`config.mk`:
```
export PLATFORM = sky130hd
export DESIGN_NAME = resistive_n_way_mixer
export DESIGN_NICKNAME = d
export VERILOG_FILES = /design/src/rtl/resistive_n_way_mixer.sv
export SDC_FILE = /design/constraint.sdc
export NUM_CORES = 1
export LEC_CHECK = 0
export CAP_MARGIN = 20
export CORE_ASPECT_RATIO = 1.25
export CORE_UTILIZATION = 45
export CTS_BUF_LIST = sky130_fd_sc_hd__clkbuf_4
export DETAILED_ROUTE_END_ITERATION = 6
export GPL_TIMING_DRIVEN = 0
export PLACE_DENSITY = 0.68
export SLEW_MARGIN = 10
export SYNTH_ARGS = -nofsm -noshare
export SYNTH_HDL_FRONTEND = slang
export SYNTH_SLANG_ARGS = --single-unit
export TNS_END_PERCENT = 20
```
`constraint.sdc`:
```
create_clock -name clk -period 9.9 [get_ports clk]
set_input_delay 2.97 -clock clk [delete_from_list [all_inputs] [get_ports clk]]
set_output_delay 2.97 -clock clk [all_outputs]
set_load 0.01 [all_outputs]
```
`src/rtl/resistive_n_way_mixer.sv`:
```
// Resistive N-way audio mixer: weights each channel by its conductance
// share and sums the channels sequentially through one multiplier.
// Ports: clk, I_RSTn (async, active-low), audio_clk_en (sample strobe),
//   inputs[CHANNELS] (signed 16), out (signed 16, held),
//   out_valid (1-cycle pulse), busy (mix running),
//   overrun (sticky: strobe seen while busy).
// Optional: define RESISTIVE_MIXER_MUTE_EN to add mute[CHANNELS];
//   a muted channel is treated as grounded and its weight is kept.
`timescale 1ns/1ps

module resistive_n_way_mixer #(
  parameter int          CHANNELS = 4,
  parameter int unsigned R0 = 10000,
  parameter int unsigned R1 = 10000,
  parameter int unsigned R2 = 10000,
  parameter int unsigned R3 = 10000,
  parameter int unsigned R4 = 10000,
  parameter int unsigned R5 = 10000,
  parameter int unsigned R6 = 10000,
  parameter int unsigned R7 = 10000
) (
  input  logic               clk,
  input  logic               I_RSTn,
  input  logic               audio_clk_en,
  input  logic signed [15:0] inputs [CHANNELS-1:0],
`ifdef RESISTIVE_MIXER_MUTE_EN
  input  logic [CHANNELS-1:0] mute,
`endif
  output logic signed [15:0] out,
  output logic               out_valid,
  output logic               busy,
  output logic               overrun
);

  localparam int IW = (CHANNELS > 2) ? $clog2(CHANNELS) : 1;
  localparam int WB = CHANNELS * 17;

  function automatic logic [63:0] r_of(input int i);
    case (i)
      0:       return 64'(R0);
      1:       return 64'(R1);
      2:       return 64'(R2);
      3:       return 64'(R3);
      4:       return 64'(R4);
      5:       return 64'(R5);
      6:       return 64'(R6);
      default: return 64'(R7);
    endcase
  endfunction

  // Conductance G = 2^32/R; weight = 2^16 * G / sum(G), floored.
  function automatic logic [WB-1:0] build_wtab();
    logic [63:0]   g [CHANNELS];
    logic [63:0]   sum;
    logic [WB-1:0] t;
    t   = '0;
    sum = '0;
    for (int i = 0; i < CHANNELS; i++) begin
      g[i] = (64'd1 << 32) / r_of(i);
      sum  = sum + g[i];
    end
    for (int i = 0; i < CHANNELS; i++) begin
      t[i*17 +: 17] = 17'((g[i] << 16) / sum);
    end
    return t;
  endfunction

  localparam logic [WB-1:0] WTAB = build_wtab();

  typedef enum logic [1:0] {
    S_IDLE,
    S_ACC,
    S_OUT
  } state_t;

  state_t                state_q, state_d;
  logic [IW-1:0]         idx_q, idx_d;
  logic signed [36:0]    acc_q, acc_d;
  logic signed [15:0]    out_q, out_d;
  logic                  valid_q, valid_d;
  logic                  ovr_q, ovr_d;
  logic signed [15:0]    snap_q [CHANNELS-1:0];
  logic                  start;

  logic [16:0]           w_sel;
  logic signed [15:0]    samp;
  logic signed [33:0]    w_ext, s_ext, prod;

  assign busy      = (state_q != S_IDLE);
  assign start     = audio_clk_en && !busy;
  assign out       = out_q;
  assign out_valid = valid_q;
  assign overrun   = ovr_q;

  assign w_sel = WTAB[int'(idx_q)*17 +: 17];

`ifdef RESISTIVE_MIXER_MUTE_EN
  logic [CHANNELS-1:0] mute_q;

  always_ff @(posedge clk or negedge I_RSTn) begin
    if (!I_RSTn) begin
      mute_q <= '0;
    end else if (start) begin
      mute_q <= mute;
    end
  end

  assign samp = mute_q[idx_q] ? 16'sd0 : snap_q[idx_q];
`else
  assign samp = snap_q[idx_q];
`endif

  // Zero-extend the unsigned weight so the product stays signed.
  assign w_ext = 34'($signed({1'b0, w_sel}));
  assign s_ext = 34'(samp);
  assign prod  = w_ext * s_ext;

  always_ff @(posedge clk or negedge I_RSTn) begin
    if (!I_RSTn) begin
      for (int i = 0; i < CHANNELS; i++) begin
        snap_q[i] <= '0;
      end
    end else if (start) begin
      snap_q <= inputs;
    end
  end

  always_ff @(posedge clk or negedge I_RSTn) begin
    if (!I_RSTn) begin
      state_q <= S_IDLE;
      idx_q   <= '0;
      acc_q   <= '0;
      out_q   <= '0;
      valid_q <= 1'b0;
      ovr_q   <= 1'b0;
    end else begin
      state_q <= state_d;
      idx_q   <= idx_d;
      acc_q   <= acc_d;
      out_q   <= out_d;
      valid_q <= valid_d;
      ovr_q   <= ovr_d;
    end
  end

  always_comb begin
    state_d = state_q;
    idx_d   = idx_q;
    acc_d   = acc_q;
    out_d   = out_q;
    valid_d = 1'b0;
    ovr_d   = ovr_q | (audio_clk_en & busy);
    unique case (state_q)
      S_IDLE: begin
        if (audio_clk_en) begin
          state_d = S_ACC;
          idx_d   = '0;
          acc_d   = '0;
        end
      end
      S_ACC: begin
        acc_d = acc_q + 37'(prod);
        // Park idx at 0 after the last channel so it never
        // points past the snapshot bank.
        if (idx_q == IW'(CHANNELS-1)) begin
          idx_d   = '0;
          state_d = S_OUT;
        end else begin
          idx_d = idx_q + 1'b1;
        end
      end
      S_OUT: begin
        out_d   = 16'(acc_q >>> 16);
        valid_d = 1'b1;
        state_d = S_IDLE;
      end
      default: begin
        state_d = S_IDLE;
      end
    endcase
  end

endmodule

```
-- Word level (Yosys, flattened, before mapping)
Index checks and enable logic that the tools add are counted.
- divide/modulo/power cells: 0
- reduce and logical (&&, ||, !) cells: 7
- order comparisons: 1
- multiply operators: 2
- mux-type cells: 11
- add/sub/neg operators: 2
- bitwise gates (word level): 2
- equality and inequality tests: 5
- shift-type cells: 1
- operators with widths (kind ; number):
    $pmux W37 S2 ; 1
    $shiftx A68 B8 Y17 const A ; 1
    $add A37 B34 Y37 ; 1
    $mux W37 ; 1
    $mul A18 B16 Y34 ; 1
    $bmux W16 S2 ; 1
    $mux W16 ; 1
    $mux W2 ; 4
    $pmux W2 S2 ; 2
    $mul A2 B5 Y7 const B ; 1
    $eq A2 B2 Y1 const B ; 2
    $ne A2 B2 Y1 const B ; 2
    $reduce_and A2 Y1 ; 2
    $reduce_bool A2 Y1 ; 2
    $lt A2 B3 Y1 const B ; 1
    $add A2 B1 Y2 const B ; 1
    $eq A2 B1 Y1 const B ; 1
    $logic_not A2 Y1 ; 1
    $and A1 B1 Y1 ; 1
    $logic_and A1 B1 Y1 ; 1
    $logic_not A1 Y1 ; 1
    $mux W1 ; 1
    $or A1 B1 Y1 ; 1
- bits in read-only memories: 0
- memories kept: 0
- RAM bits: 0
- register bits after elaboration: 123
- output and inout port bits: 19
- input bits: 67
- latch bits: 0

-- Depth between registers and ports, before layout
Gate-level depths: netlist (run 1).
- depth in word-level cells: 5
- gate-level depth with buffers: 18
- gate-level depth less buffers: 17

-- Least setup slack after synthesis (run 1)
No wires, ideal clock.
- path kind: reg-to-reg
- start: register idx_q[0]
- end: register acc_q[29]
- clock period less this slack: 4.715 ns
- path slack: 5.185 ns
- stages on the path, launching flop included: 19
- arrival time: 4.650 ns
- required time: 9.835 ns
- setup time: 0.065 ns
- cells stage by stage: dfrtp_1 -> buf_2 -> mux4_2 -> ha_1 -> ha_1 -> ha_1 -> fa_1 -> inv_1 -> fa_1 -> inv_1 -> ha_1 -> inv_1 -> fa_1 -> and2b_1 -> o2111ai_2 -> a21oi_2 -> nor3b_2 -> a2111oi_2 -> a211o_1
- cells in the longest elaborated chain, start to end: 5
- ends and longest elaborated chain (element ; line ; source):
    start, declared ; 77 ; logic [IW-1:0] idx_q, idx_d;
    start signal, assigned ; 138 ; idx_q <= idx_d;
    $mul A2 B5 Y7 or $bmux W16 S2 (tied branches) ; 95, 110 ;
    $shiftx A68 B8 Y17 or $mux W16 (tied branches) ; 95, 110 ;
    $mul A18 B16 Y34 (*) ; 116 ; assign prod = w_ext * s_ext;
    $add A37 B34 Y37 (*) ; 162 ; acc_d = acc_q + 37'(prod);
    $pmux W37 S2 (*) ; 153 ; unique case (state_q)
    end signal, assigned ; 132 ; acc_q <= '0;
    end signal, assigned ; 139 ; acc_q <= acc_d;
    end, declared ; 78 ; logic signed [36:0] acc_q, acc_d;
Mark *: on every way between the ends. The rest lies on a longest branch, timed or not. The select of a mux whose other input is x is not followed.
A chain may end at the register's enable or synchronous reset.

-- Worst setup path after layout (run 1)
Ends and elaborated chain as after synthesis.

==> results of run 1 <==
final cells by class:
cell class / instances / area, um2
fillers: 1162 / 5580
multi-input cells: 429 / 3150
flip-flops and latches: 104 / 2600
repair buffers: 86 / 880
well taps: 168 / 210
plain buffers: 27 / 115
clock buffers: 11 / 82.6
clock inverters: 5 / 80.1
inverters: 21 / 78.8
diodes: 1 / 2.50
final timing paths:
path	startpoint	endpoint	slack, ns	cells after the start
worst min register to register	overrun	overrun	0.49	1
worst max register to register	idx_q[0]	acc_q[29]	4.68	18
worst min-delay path	overrun	overrun	0.49	1
max in group asynchronous	I_RSTn	snap_q[9]	6.89	2
min in group asynchronous	I_RSTn	snap_q[47]	2.34	1
worst max-delay path	idx_q[0]	acc_q[29]	4.68	18
worst max-delay path, stage by stage (launching register included):
cell       delay (ns)
dfrtp_1          0.39
buf_2            0.32
mux4_2           0.79
ha_1             0.28
ha_1             0.19
ha_1             0.29
fa_1             0.48
inv_1            0.05
fa_1             0.47
inv_1            0.07
ha_1             0.17
inv_1            0.06
fa_1             0.40
and2b_1          0.25
o2111ai_2        0.13
a21oi_2          0.22
nor3b_2          0.10
a2111oi_2        0.35
a211o_1          0.15
placed cells by master (no fill, tap or decap), drive strengths merged, types with 3 or more instances in the layout:
master,instances
nand2,211
nand3,13
clkbuf,26
mux4,16
and2,3
dfrtp,104
nor2b,4
mux2,16
fa,16
inv,22
clkdlybuf4s50,84
a21oi,8
nor2,7
xor2,6
buf,14
a21o,3
ha,64
xnor2,7
o21ai,24
sequential cells by signal, summed over array words and instances, names as in the netlist:
register,cells
state_q,2
acc_q,18
out,16
snap_q,64
idx_q,2
overrun,1
out_valid,1
cell usage after synthesis, types with 6 or more instances:
cell type	n
xor2_1	6
o21ai_0	21
dfrtp_1	104
mux2_2	16
nor2_1	7
fa_1	16
nand3_1	13
xnor2_1	7
mux4_2	16
clkbuf_1	15
ha_1	64
buf_1	6
inv_1	21
nand2_1	211
a21oi_1	6
per-layer routing:
metal,global-route usage,routed length [um],up-vias
met4,0.0928,319,0
met3,0.0327,499,22
met1,0.254,5870,2203
met5,0,0,-
li1,-,-,2141
met2,0.405,7230,119
metrics by stage:
stage | hold WS (ns) | util | instances | instance area (um2) | worst slack, ns
floorplan | 0.440 | - | 581 | 5940 | 5.19
global placement | 0.438 | 0.548 | 834 | 7000 | 2.00
detailed placement | 0.457 | 0.550 | 835 | 7030 | 4.71
CTS | 0.495 | 0.563 | 851 | 7190 | 4.65
global route | 0.507 | 0.563 | 852 | 7200 | 4.36
finish | 0.489 | 0.563 | 852 | 7200 | 4.68
logic make-up after synthesis:
family | synth area share
AOI/OAI and AO/OA | 0.0590
xor gates and xnor gates | 0.0192
adders and majority gates | 0.189
buffers and inverters | 0.0326
DFF | 0.438
muxes | 0.0927
and+or+nand+nor | 0.170
==> metrics.txt, run 1 <==
chip width=105 um; CTS Hold Buffers Added=0; dpl hpwl=10.6 mm; ys async rst share=1.00; clock root buffer master=clkbuf_4; syn_area_per_cell=10.2 um2; vias in the first global route=4740; Yosys top cell by area=dfrtp_1; final hold vios=0; most used flip-flop cell after synthesis=dfrtp_1; Critical Path AT=5.63 ns; Via Count=4485; Critical Path Start Type=flip-flop; Worst setup EP type=flip-flop; Max Freq=191 MHz; Final Skew=0.0207 ns; Mapped Cells=581; unrepaired setup endpoints after global routing=false; syn nets=728; Vias per Instance=5.26; Port Buffers=85; top post-synthesis cells by area=dfrtp_1 (44%), ha_1 (13%), nand2_1 (13%), mux4_2 (6.1%), fa_1 (5.4%); initial antenna violation count=1; Max transition margin=0.588; GRT overflow=0; DRC Markers=0; status=finished, final reports clean; fin crit share=0.527; synth warn=0; H-Tree Depth=3; Area Growth Syn to Fin=21.1%; TritonCTS clock tree=built; core box area=12800 um2; min cycle time layout=5.22 ns; nets=825; die area=13700 um2; Post-Syn Area=5940 um2; Die H=130 um; final slew viol count=0; Clock Sinks=104; first-pass GRT wire length=22.9 mm; Starting Density=0.465; Post-Route WL=13.9 mm; Worst-path clk slew=0.17 ns; Post-CTS Setup Repair Bufs=0; DR iter-0 viols=141; Yosys top cell area share=0.438; WP data required=10.31 ns; fraction of layout cells with a size suffix above 1=0.0908; register area share after synthesis=0.438; largest net degree at the start of global routing=76; cts repair resizes=0; ANT nets after route=0; I/O pins=86; number of flops mapped to enable cells by yosys=0; All-Layer GR Usage=0.219; Rows=46; 1st-pass router iterations=4; critical path class=reg2reg; Seq cells post-synth=104; Worst-Skew Late Latency=0.47 ns; post-route setup TNS=0 ns; WL/cell=16.3 um; maximum root-to-sink buffer count=2; min-delay worst type=reg2reg; Setup violations, final=0; Cell variety after synth=46; CTS Buf Count=9; GP Congestion=0.877; max-cap violations=0; CP max FO=17; Slew @ Worst Pin=0.618 ns
Power of run 1 is not shown: default switching activity piles up to over one toggle a cycle in this logic, so the estimate is an artifact.
==> run 2: changes to the inputs <==
==> constraint.sdc (replaced) <==
create_clock -name clk -period 5.4 [get_ports clk]
set_input_delay 1.62 -clock clk [delete_from_list [all_inputs] [get_ports clk]]
set_output_delay 1.62 -clock clk [all_outputs]
set_load 0.01 [all_outputs]
==> metrics.txt, run 2 (synthesis results as in run 1) <==
fin crit share=0.945 (+0.418); Slew @ Worst Pin=0.619 ns (+0.000495 ns); Worst-path clk slew=0.17 ns (about the same); Place WS=0.208 ns (-4.50 ns); final hold vios=0 (unchanged); maximum root-to-sink buffer count=2 (unchanged); Port Buffers=85 (unchanged); dpl hpwl=10.6 mm (unchanged); GRT overflow=0 (unchanged); Via Count=4473 (-0.27%); initial antenna violation count=1 (unchanged); CP peak stage delay=0.54 ns (-0.25 ns); Critical Path Start Type=flip-flop; FILL cells=1161 (-0.086%); Post-Route WL=13.9 mm (+0.11%); status=finished, final reports clean; Largest delay share family, worst path=adder cells; All-Layer GR Usage=0.219 (unchanged); Worst Setup EP=acc_q[29]; critical path class=reg2reg; CTS Buf Count=9 (unchanged); unrepaired setup endpoints after global routing=false; flip-flop count of the largest register after layout=64 (unchanged); DR iter-0 viols=162 (+15%); FF+latch area=2600 um2 (unchanged); GP Congestion=0.877 (unchanged); cts repair resizes=0 (unchanged); Register-to-Register Path Depth=17 (-1); largest reg by FF count=snap_q; Worst setup EP type=flip-flop; fraction of layout cells with a size suffix above 1=0.0934 (+0.00265); WP buf/inv=5 (+1); max-cap violations=0 (unchanged); Setup violations, final=0 (unchanged); largest net degree at the start of global routing=76 (unchanged); Stages on worst setup path=17 (-1); core box area=12800 um2 (unchanged); min-delay worst type=reg2reg; reg2reg start=idx_q[1]; nets=827 (+0.24%); commonest non-fill, non-tap cells in the layout=nand2_1 (211), dfrtp_1 (104), clkdlybuf4s50_1 (84), ha_1 (64); Die H=130 um (unchanged); Starting Density=0.465 (unchanged); Critical Path AT=5.52 ns (-0.11 ns); chip width=105 um (unchanged); CP Cell Sequence=clkbuf_1, buf_1, mux4_2, ha_1, fa_1, inv_1, fa_1, inv_1, ha_1, inv_1, fa_1, and2b_1, o2111ai_2, a21oi_2, nor3b_2, a2111oi_2, a211o_1; Vias per Instance=5.24 (-0.50%); Clock Sinks=104 (unchanged); Area Growth Syn to Fin=21.4%; DRC Markers=0 (unchanged); Final WS setup=0.295 ns (-4.38 ns); die area=13700 um2 (unchanged); final slew viol count=0 (unchanged); Rows=46 (unchanged); WL/cell=16.3 um (-0.12%); Max transition margin=0.588 (about the same); vias in the first global route=4740 (unchanged); Final Skew=0.0194 ns (-0.00126 ns); Max Freq=196 MHz (+2.3%); first-pass GRT wire length=22.9 mm (unchanged); CP max FO=10 (-7); ANT nets after route=0 (unchanged); 1st-pass router iterations=4 (unchanged); I/O pins=86 (unchanged); TritonCTS clock tree=built; Worst Setup SP=idx_q[1]; Worst-Skew Late Latency=0.47 ns (about the same); WP data required=5.81 ns (-4.50 ns); H-Tree Depth=3 (unchanged); min cycle time layout=5.11 ns (-0.117 ns); leading cell type in the layout, fill and taps excluded=nand2_1; flop-to-flop setup slack=0.29 ns (-4.38 ns); clock root buffer master=clkbuf_4; Slowest-stage cell, CP=buf_1; area of the multi-input gates=3150 um2 (unchanged); worst r2r dst=acc_q[29]
## run 2: worst min-delay path by stage
stage	from	depth (start not counted)	endpoint	slack, ns
after CTS	snap_q[32]	2	snap_q[32]	0.49
after detailed placement	snap_q[32]	2	snap_q[32]	0.46
after global routing	snap_q[21]	2	snap_q[21]	0.51
after floorplan	snap_q[32]	2	snap_q[32]	0.44
after global placement	overrun	1	overrun	0.44
final	overrun	1	overrun	0.49
## run 2: through the flow
stage / area [um2] / hold WS [ns] / setup TNS, ns / cells / util
after CTS: 7190 / 0.495 / 0 / 851 / 0.563
final: 7210 / 0.489 / 0 / 854 / 0.564
after global routing: 7210 / 0.507 / 0 / 854 / 0.564
after detailed placement: 7030 / 0.457 / 0 / 835 / 0.550
after floorplan: 5940 / 0.440 / 0 / 581 / -
after global placement: 7000 / 0.438 / -118.16 / 834 / 0.548
## run 2: final cells by class
type,count,share of cell area
Antenna cell,1,0.000347
Buffer,27,0.0160
Clock buffer,11,0.0115
Clock inverter,5,0.0111
Inverter,21,0.0109
Multi-Input combinational cell,429,0.436
Sequential cell,104,0.361
Tap cell,168,0.0291
Timing Repair Buffer,88,0.124
## run 2: worst register-to-register path, cell delays in order, from the launching register on
cell and delay [ns]:
dfrtp_1 0.38, clkbuf_1 0.43, buf_1 0.54, mux4_2 0.41, ha_1 0.31, fa_1 0.54, inv_1 0.05, fa_1 0.47
inv_1 0.07, ha_1 0.17, inv_1 0.06, fa_1 0.40, and2b_1 0.25, o2111ai_2 0.13, a21oi_2 0.22, nor3b_2 0.10
a2111oi_2 0.35, a211o_1 0.15
## run 2: repair_timing
action / CTS / global route
hold buffers: 0 / 0
setup buffers: 0 / 2
setup endpoints to repair: 0 / 2
## run 2: routing by layer
| metal | share of wire | wire length (um) | track usage |
|---|---|---|---|
| met4 | 0.022 | 303 | 0.0928 |
| met1 | 0.42 | 5910 | 0.254 |
| met3 | 0.032 | 442 | 0.0327 |
| met2 | 0.52 | 7280 | 0.405 |
| met5 | 0 | 0 | 0 |
Power of run 2 is left out for the same reason.
